**config.mk**
```make
export PLATFORM = sky130hd
export DESIGN_NAME = note_sequencer
export DESIGN_NICKNAME = d
export VERILOG_FILES = /design/src/rtl/note_sequencer.sv
export SDC_FILE = /design/constraint.sdc
export NUM_CORES = 1
export LEC_CHECK = 0
export ABC_AREA = 1
export CORE_UTILIZATION = 60
export DETAILED_ROUTE_END_ITERATION = 16
export PLACE_DENSITY = 0.83
export SKIP_LAST_GASP = 1
export SLEW_MARGIN = 5
export SYNTH_ARGS = -nofsm -noshare
export SYNTH_HDL_FRONTEND = slang
export SYNTH_SLANG_ARGS = --single-unit
```
**constraint.sdc**
```tcl
create_clock -name clk -period 3.7 [get_ports clk]
set_input_delay 0.37 -clock clk [delete_from_list [all_inputs] [get_ports clk]]
set_output_delay 0.37 -clock clk [all_outputs]
set_load 0.02 [all_outputs]
```
**src/rtl/note_sequencer.sv**
```systemverilog
// note_sequencer: steps through a song held in an external combinational note ROM.
// Each ROM word is {key[3:0], dur[2:0]}. The word is latched and held for dur quarter-beats,
// where one quarter-beat is QUARTER_TICKS clock cycles. A duration of 0 is treated as 1.
// The block emits a one-cycle note_valid pulse at the onset of every non-rest note.
// It emits a one-cycle beat_tick in the first cycle of each new quarter-beat.
// It also supports start/restart, pause/resume and end-of-song.
module note_sequencer #(
    parameter int QUARTER_TICKS = 25_000_000,
    parameter int SONG_LEN      = 59
) (
    input  logic       clk,
    input  logic       rst,
    input  logic       start,
    input  logic       pause,
    output logic [7:0] rom_addr,
    input  logic [6:0] rom_notes,
    output logic [3:0] note_key,
    output logic [2:0] note_dur,
    output logic       note_valid,
    output logic       beat_tick,
    output logic       playing,
    output logic       done
);

    localparam int             QCW       = (QUARTER_TICKS > 2) ? $clog2(QUARTER_TICKS) : 1;
    localparam logic [QCW-1:0] QC_LAST   = QCW'(QUARTER_TICKS - 1);
    localparam logic [7:0]     ADDR_LAST = 8'(SONG_LEN - 1);

    typedef enum logic [2:0] {
        S_IDLE   = 3'd0,
        S_FETCH  = 3'd1,
        S_PLAY   = 3'd2,
        S_PAUSED = 3'd3,
        S_DONE   = 3'd4
    } state_t;

    // A zero duration in the ROM still has to take up time, so it plays as one quarter.
    function automatic logic [2:0] fix_dur(input logic [2:0] raw);
        if (raw == 3'd0) begin
            fix_dur = 3'd1;
        end else begin
            fix_dur = raw;
        end
    endfunction

    state_t         state_q, state_d;
    logic [7:0]     rom_addr_q, rom_addr_d;
    logic [3:0]     note_key_q, note_key_d;
    logic [2:0]     note_dur_q, note_dur_d;
    logic [2:0]     quarters_left_q, quarters_left_d;
    logic [QCW-1:0] quarter_cnt_q, quarter_cnt_d;
    logic           note_valid_q, note_valid_d;
    logic           beat_tick_q, beat_tick_d;
    logic           playing_q, playing_d;
    logic           done_q, done_d;

    // Next-state, counter and output computation for the sequencer FSM.
    always_comb begin
        state_d         = state_q;
        rom_addr_d      = rom_addr_q;
        note_key_d      = note_key_q;
        note_dur_d      = note_dur_q;
        quarters_left_d = quarters_left_q;
        quarter_cnt_d   = quarter_cnt_q;
        note_valid_d    = 1'b0;
        beat_tick_d     = 1'b0;

        case (state_q)
            S_IDLE: begin
                if (start) begin
                    state_d    = S_FETCH;
                    rom_addr_d = 8'd0;
                end else begin
                    state_d = S_IDLE;
                end
            end

            S_FETCH: begin
                if (start) begin
                    state_d         = S_FETCH;
                    rom_addr_d      = 8'd0;
                    quarters_left_d = 3'd0;
                    quarter_cnt_d   = '0;
                end else begin
                    // pause is ignored here; it takes effect on the first PLAY cycle
                    state_d         = S_PLAY;
                    note_key_d      = rom_notes[6:3];
                    note_dur_d      = fix_dur(rom_notes[2:0]);
                    quarters_left_d = fix_dur(rom_notes[2:0]);
                    quarter_cnt_d   = '0;
                    note_valid_d    = (rom_notes[6:3] != 4'd0);
                end
            end

            // The cycle that releases a pause counts, so a pause held for N cycles
            // stretches the note by exactly N cycles.
            S_PLAY, S_PAUSED: begin
                if (start) begin
                    state_d         = S_FETCH;
                    rom_addr_d      = 8'd0;
                    quarters_left_d = 3'd0;
                    quarter_cnt_d   = '0;
                end else if (pause) begin
                    state_d = S_PAUSED;
                end else if (quarter_cnt_q == QC_LAST) begin
                    quarter_cnt_d   = '0;
                    beat_tick_d     = 1'b1;
                    quarters_left_d = quarters_left_q - 3'd1;
                    if (quarters_left_q == 3'd1) begin
                        if (rom_addr_q == ADDR_LAST) begin
                            state_d    = S_DONE;
                            note_key_d = 4'd0;
                        end else begin
                            state_d    = S_FETCH;
                            rom_addr_d = rom_addr_q + 8'd1;
                        end
                    end else begin
                        state_d = S_PLAY;
                    end
                end else begin
                    state_d       = S_PLAY;
                    quarter_cnt_d = quarter_cnt_q + QCW'(1);
                end
            end

            S_DONE: begin
                if (start) begin
                    state_d    = S_FETCH;
                    rom_addr_d = 8'd0;
                end else begin
                    state_d = S_DONE;
                end
            end

            default: begin
                state_d         = S_IDLE;
                rom_addr_d      = 8'd0;
                note_key_d      = 4'd0;
                note_dur_d      = 3'd0;
                quarters_left_d = 3'd0;
                quarter_cnt_d   = '0;
            end
        endcase

        playing_d = (state_d == S_FETCH) || (state_d == S_PLAY) || (state_d == S_PAUSED);
        done_d    = (state_d == S_DONE);
    end

    // State, counters and registered outputs, with asynchronous reset.
    always_ff @(posedge clk or posedge rst) begin
        if (rst) begin
            state_q         <= S_IDLE;
            rom_addr_q      <= 8'd0;
            note_key_q      <= 4'd0;
            note_dur_q      <= 3'd0;
            quarters_left_q <= 3'd0;
            quarter_cnt_q   <= '0;
            note_valid_q    <= 1'b0;
            beat_tick_q     <= 1'b0;
            playing_q       <= 1'b0;
            done_q          <= 1'b0;
        end else begin
            state_q         <= state_d;
            rom_addr_q      <= rom_addr_d;
            note_key_q      <= note_key_d;
            note_dur_q      <= note_dur_d;
            quarters_left_q <= quarters_left_d;
            quarter_cnt_q   <= quarter_cnt_d;
            note_valid_q    <= note_valid_d;
            beat_tick_q     <= beat_tick_d;
            playing_q       <= playing_d;
            done_q          <= done_d;
        end
    end

    assign rom_addr   = rom_addr_q;
    assign note_key   = note_key_q;
    assign note_dur   = note_dur_q;
    assign note_valid = note_valid_q;
    assign beat_tick  = beat_tick_q;
    assign playing    = playing_q;
    assign done       = done_q;

endmodule
```
==> run metrics <==
clk_skew=between 0.008 and 0.009 ns; share of layout cells above drive strength 1=10.19%; number of hold buffers added after CTS=0; initial core utilization=a little over three fifths; Tcrit/Tclk final=roughly half; CP Data Required Time=3.96 ns; Synth warnings=0; core box area=4786 µm²; Vias/cell=approximately 5.2; setup TNS=0 ns; PwrDens=roughly 460 nW/µm²; critical path's slowest cell=dfrtp_1; cts bufs inserted=5; cell row count=25; final setup vio count=0; drt drc=0; post_cts resized=0; Pleak=approximately 1.5 nW; fin area=about 3400 µm²; GPL Wtd Cong=around 0.9; via count=between 2000 and 3000; Inserted Diodes=0; global-route wire length before repair=10700 µm; Worst Path Max Fanout=17; post-CTS setup buffer count=0; worst rel slew slack=between 30% and 40%; Post-DP Area=~3300 µm²; RSZ-0062 raised after global routing=no; P&R area growth vs syn=13.34%; busiest grt layer=met2; crit-path max cell delay=around 0.41 ns; CTS tree=yes; GR Util met1=a little over a third; R2R depth=11; Slew @ Worst Pin=1.020 ns; Die Footprint=around 5300 µm²; Port-buffer cells=29; fin. max-slew vios=0; DIE HEIGHT=around 73 µm; Clock Latency Late Sink=between 0.3 and 0.4 ns; DR WL/cell=about 13 µm; Hold WC Path Type=reg -> reg; Syn Area/Cell=7.532 µm²; final-layout fill cell count=387; max-cap violation count=0; Worst Hold Path Cells=2; vias in the first global route=~2500; io pins=30; Clk pin slew, worst setup/hold paths=approximately 0.09 ns; cell mode on critical path=nand2_1; Period minus WS final=roughly 1.9 ns; CTS root buf=clkbuf_8; Post-DP HPWL=about 4700 µm; largest net degree at the start of global routing=51; initial DRC count=219; clock buffer depth=2; Max VDD drop=approximately 410 µV; Die W=about 73 µm; status=finished, final reports clean; CP Launch Type=flip-flop; WL final=6325 µm; #FFs+latches synth=50; DRT Pass-1 Iters=5; synth unique cells=37; htree depth=2; CP Class=reg -> reg; Nets=447; Crit. End Element=flip-flop; synthesized instance count=about 400; register area share after synthesis=41.43%; total gr overflow=0; Hold Vio Cnt, Final=0; Fmax achieved=0.5251 GHz; DRT antenna net count=0; Sink Count=50; grt met3 use=under 10%; Data arrival, critical path=around 2.2 ns; worst-path cell chain=ha_1, inv_1, nor2_2, nand2_1, nor2_1, nand2_2, nand3_4, nand2_4, inv_2, nand2_1, nand2_1; syn nets=417; GRT met2 Usage=between 40% and 50%; initial antenna violation count=0; GR Util All Layers=between 20% and 30%; Mapped Area=between 3000 and 4000 µm²
critical path: cells and delay by family, from the launching register on:
kind / cells / cell delay, ns
AND/OR/NAND/NOR: 8 / 0.90
flip-flops: 1 / 0.41
buffers and inverters: 2 / 0.36
adder cells (fa/ha/maj): 1 / 0.19
final timing paths:
| check | slack, ns | end | from |
|---|---|---|---|
| setup / recovery | 1.80 | quarters_left_q[2] | quarter_cnt_q[0] |
| hold / removal | 0.49 | note_key[1] | note_key[1] |
| setup reg to reg | 1.80 | quarters_left_q[2] | quarter_cnt_q[0] |
| hold reg to reg | 0.49 | note_key[1] | note_key[1] |
| max in group asynchronous | 2.45 | rom_addr[1] | rst |
| min in group asynchronous | 0.60 | quarter_cnt_q[0] | rst |
sequential cells by signal, indices dropped and copies added, names as in the netlist:
| register | cells |
|---|---|
| done | 1 |
| quarter_cnt_q | 25 |
| note_valid | 1 |
| rom_addr | 8 |
| quarters_left_q | 3 |
| playing | 1 |
| note_dur | 3 |
| state_q | 3 |
| beat_tick | 1 |
| note_key | 4 |
per-layer routing:
metal	routed length (µm)	up-vias
li1	-	1334
met1	3029	1195
met2	2939	67
met3	247	14
met4	108	0
met5	0	-
placed cells by master, fill, tap and decap left out, types with 5 or more instances in the layout:
master,count
nand4_1,22
a21oi_1,5
clkdlybuf4s50_1,29
ha_1,5
o21ai_2,9
xor2_1,5
o21ai_0,14
inv_1,53
nor3_1,9
dfrtp_1,50
nand3_1,18
nand2_1,99
nor2_1,64
clkbuf_8,6
power by group:
part	switching [W]	internal [W]	total, W
logic	0.000353	0.000201	0.000554
clock network	0.000188	0.000151	0.000339
registers	0.0000551	0.000620	0.000675
kinds of logic (layout without fill, tap and decap cells):
family / count (synthesis) / after routing / share of synthesized area, %
compound gates: 39 / 39 / 8.658
xor+xnor: 9 / 9 / 2.610
fa+ha+maj: 5 / 5 / 2.071
buf+inv: 63 / 94 / 9.279
flops: 50 / 50 / 41.43
simple gates: 235 / 235 / 35.96
final cells by class:
class | count | area (µm²) | share of cell area [%]
multi-input cells | 288 | 1489 | 43.49
clock buffers | 6 | 82.58 | 2.412
clock inverters | 2 | 12.51 | 0.3655
repair buffers | 29 | 290.3 | 8.480
well taps | 67 | 83.83 | 2.449
inverters | 57 | 214.0 | 6.250
flip-flops and latches | 50 | 1251 | 36.55
Yosys cell counts:
cell type   n  area, µm²
o21ai_1     2      10.01
xor2_1      5      43.79
o21ai_0    14      70.07
nand4_1    22      137.6
o21ai_2     9      78.83
nand3_4     1      17.52
nor3_2      1      10.01
buf_6       3      33.78
a41oi_1     1      8.760
nand2_4     4      45.04
nor2_1     64      240.2
a31oi_1     1      6.260
a21oi_4     1      16.27
nor2_2      4      25.02
clkbuf_8    1      13.76
or2_2       3      18.77
a22oi_1     1      7.510
clkbuf_1    1      3.750
o21a_1      1      7.510
buf_8       1      15.01
nor3_1      9      45.04
nand4_2     1      12.51
dfrtp_1    50       1251
nor2_4      3      33.78
ha_1        5      62.56
nand2_2     4      25.02
o21bai_1    2      15.01
a21oi_2     1      8.760
nand3b_1    1      7.510
xnor2_1     4      35.03
nand3_1    18      90.09
a21oi_1     5      25.02
or2_1       1      6.260
inv_1      54      202.7
o211ai_1    1      7.510
nand2_1    99      371.6
inv_2       3      11.26
through the flow:
stage / util, % / total power [W] / hold WS (ns) / setup slack, ns / std cells
after floorplan: - / 0.001089 / 0.4550 / 2.129 / 401
after global placement: 69.54 / 0.001226 / 0.4682 / 1.682 / 491
after detailed placement: 69.54 / 0.001235 / 0.4703 / 1.609 / 491
after CTS: 71.53 / 0.001575 / 0.4925 / 1.795 / 499
after global routing: 71.53 / 0.001655 / 0.5096 / 1.626 / 499
final: 71.53 / 0.001568 / 0.4880 / 1.796 / 499
(Power assumes the default switching activity.)
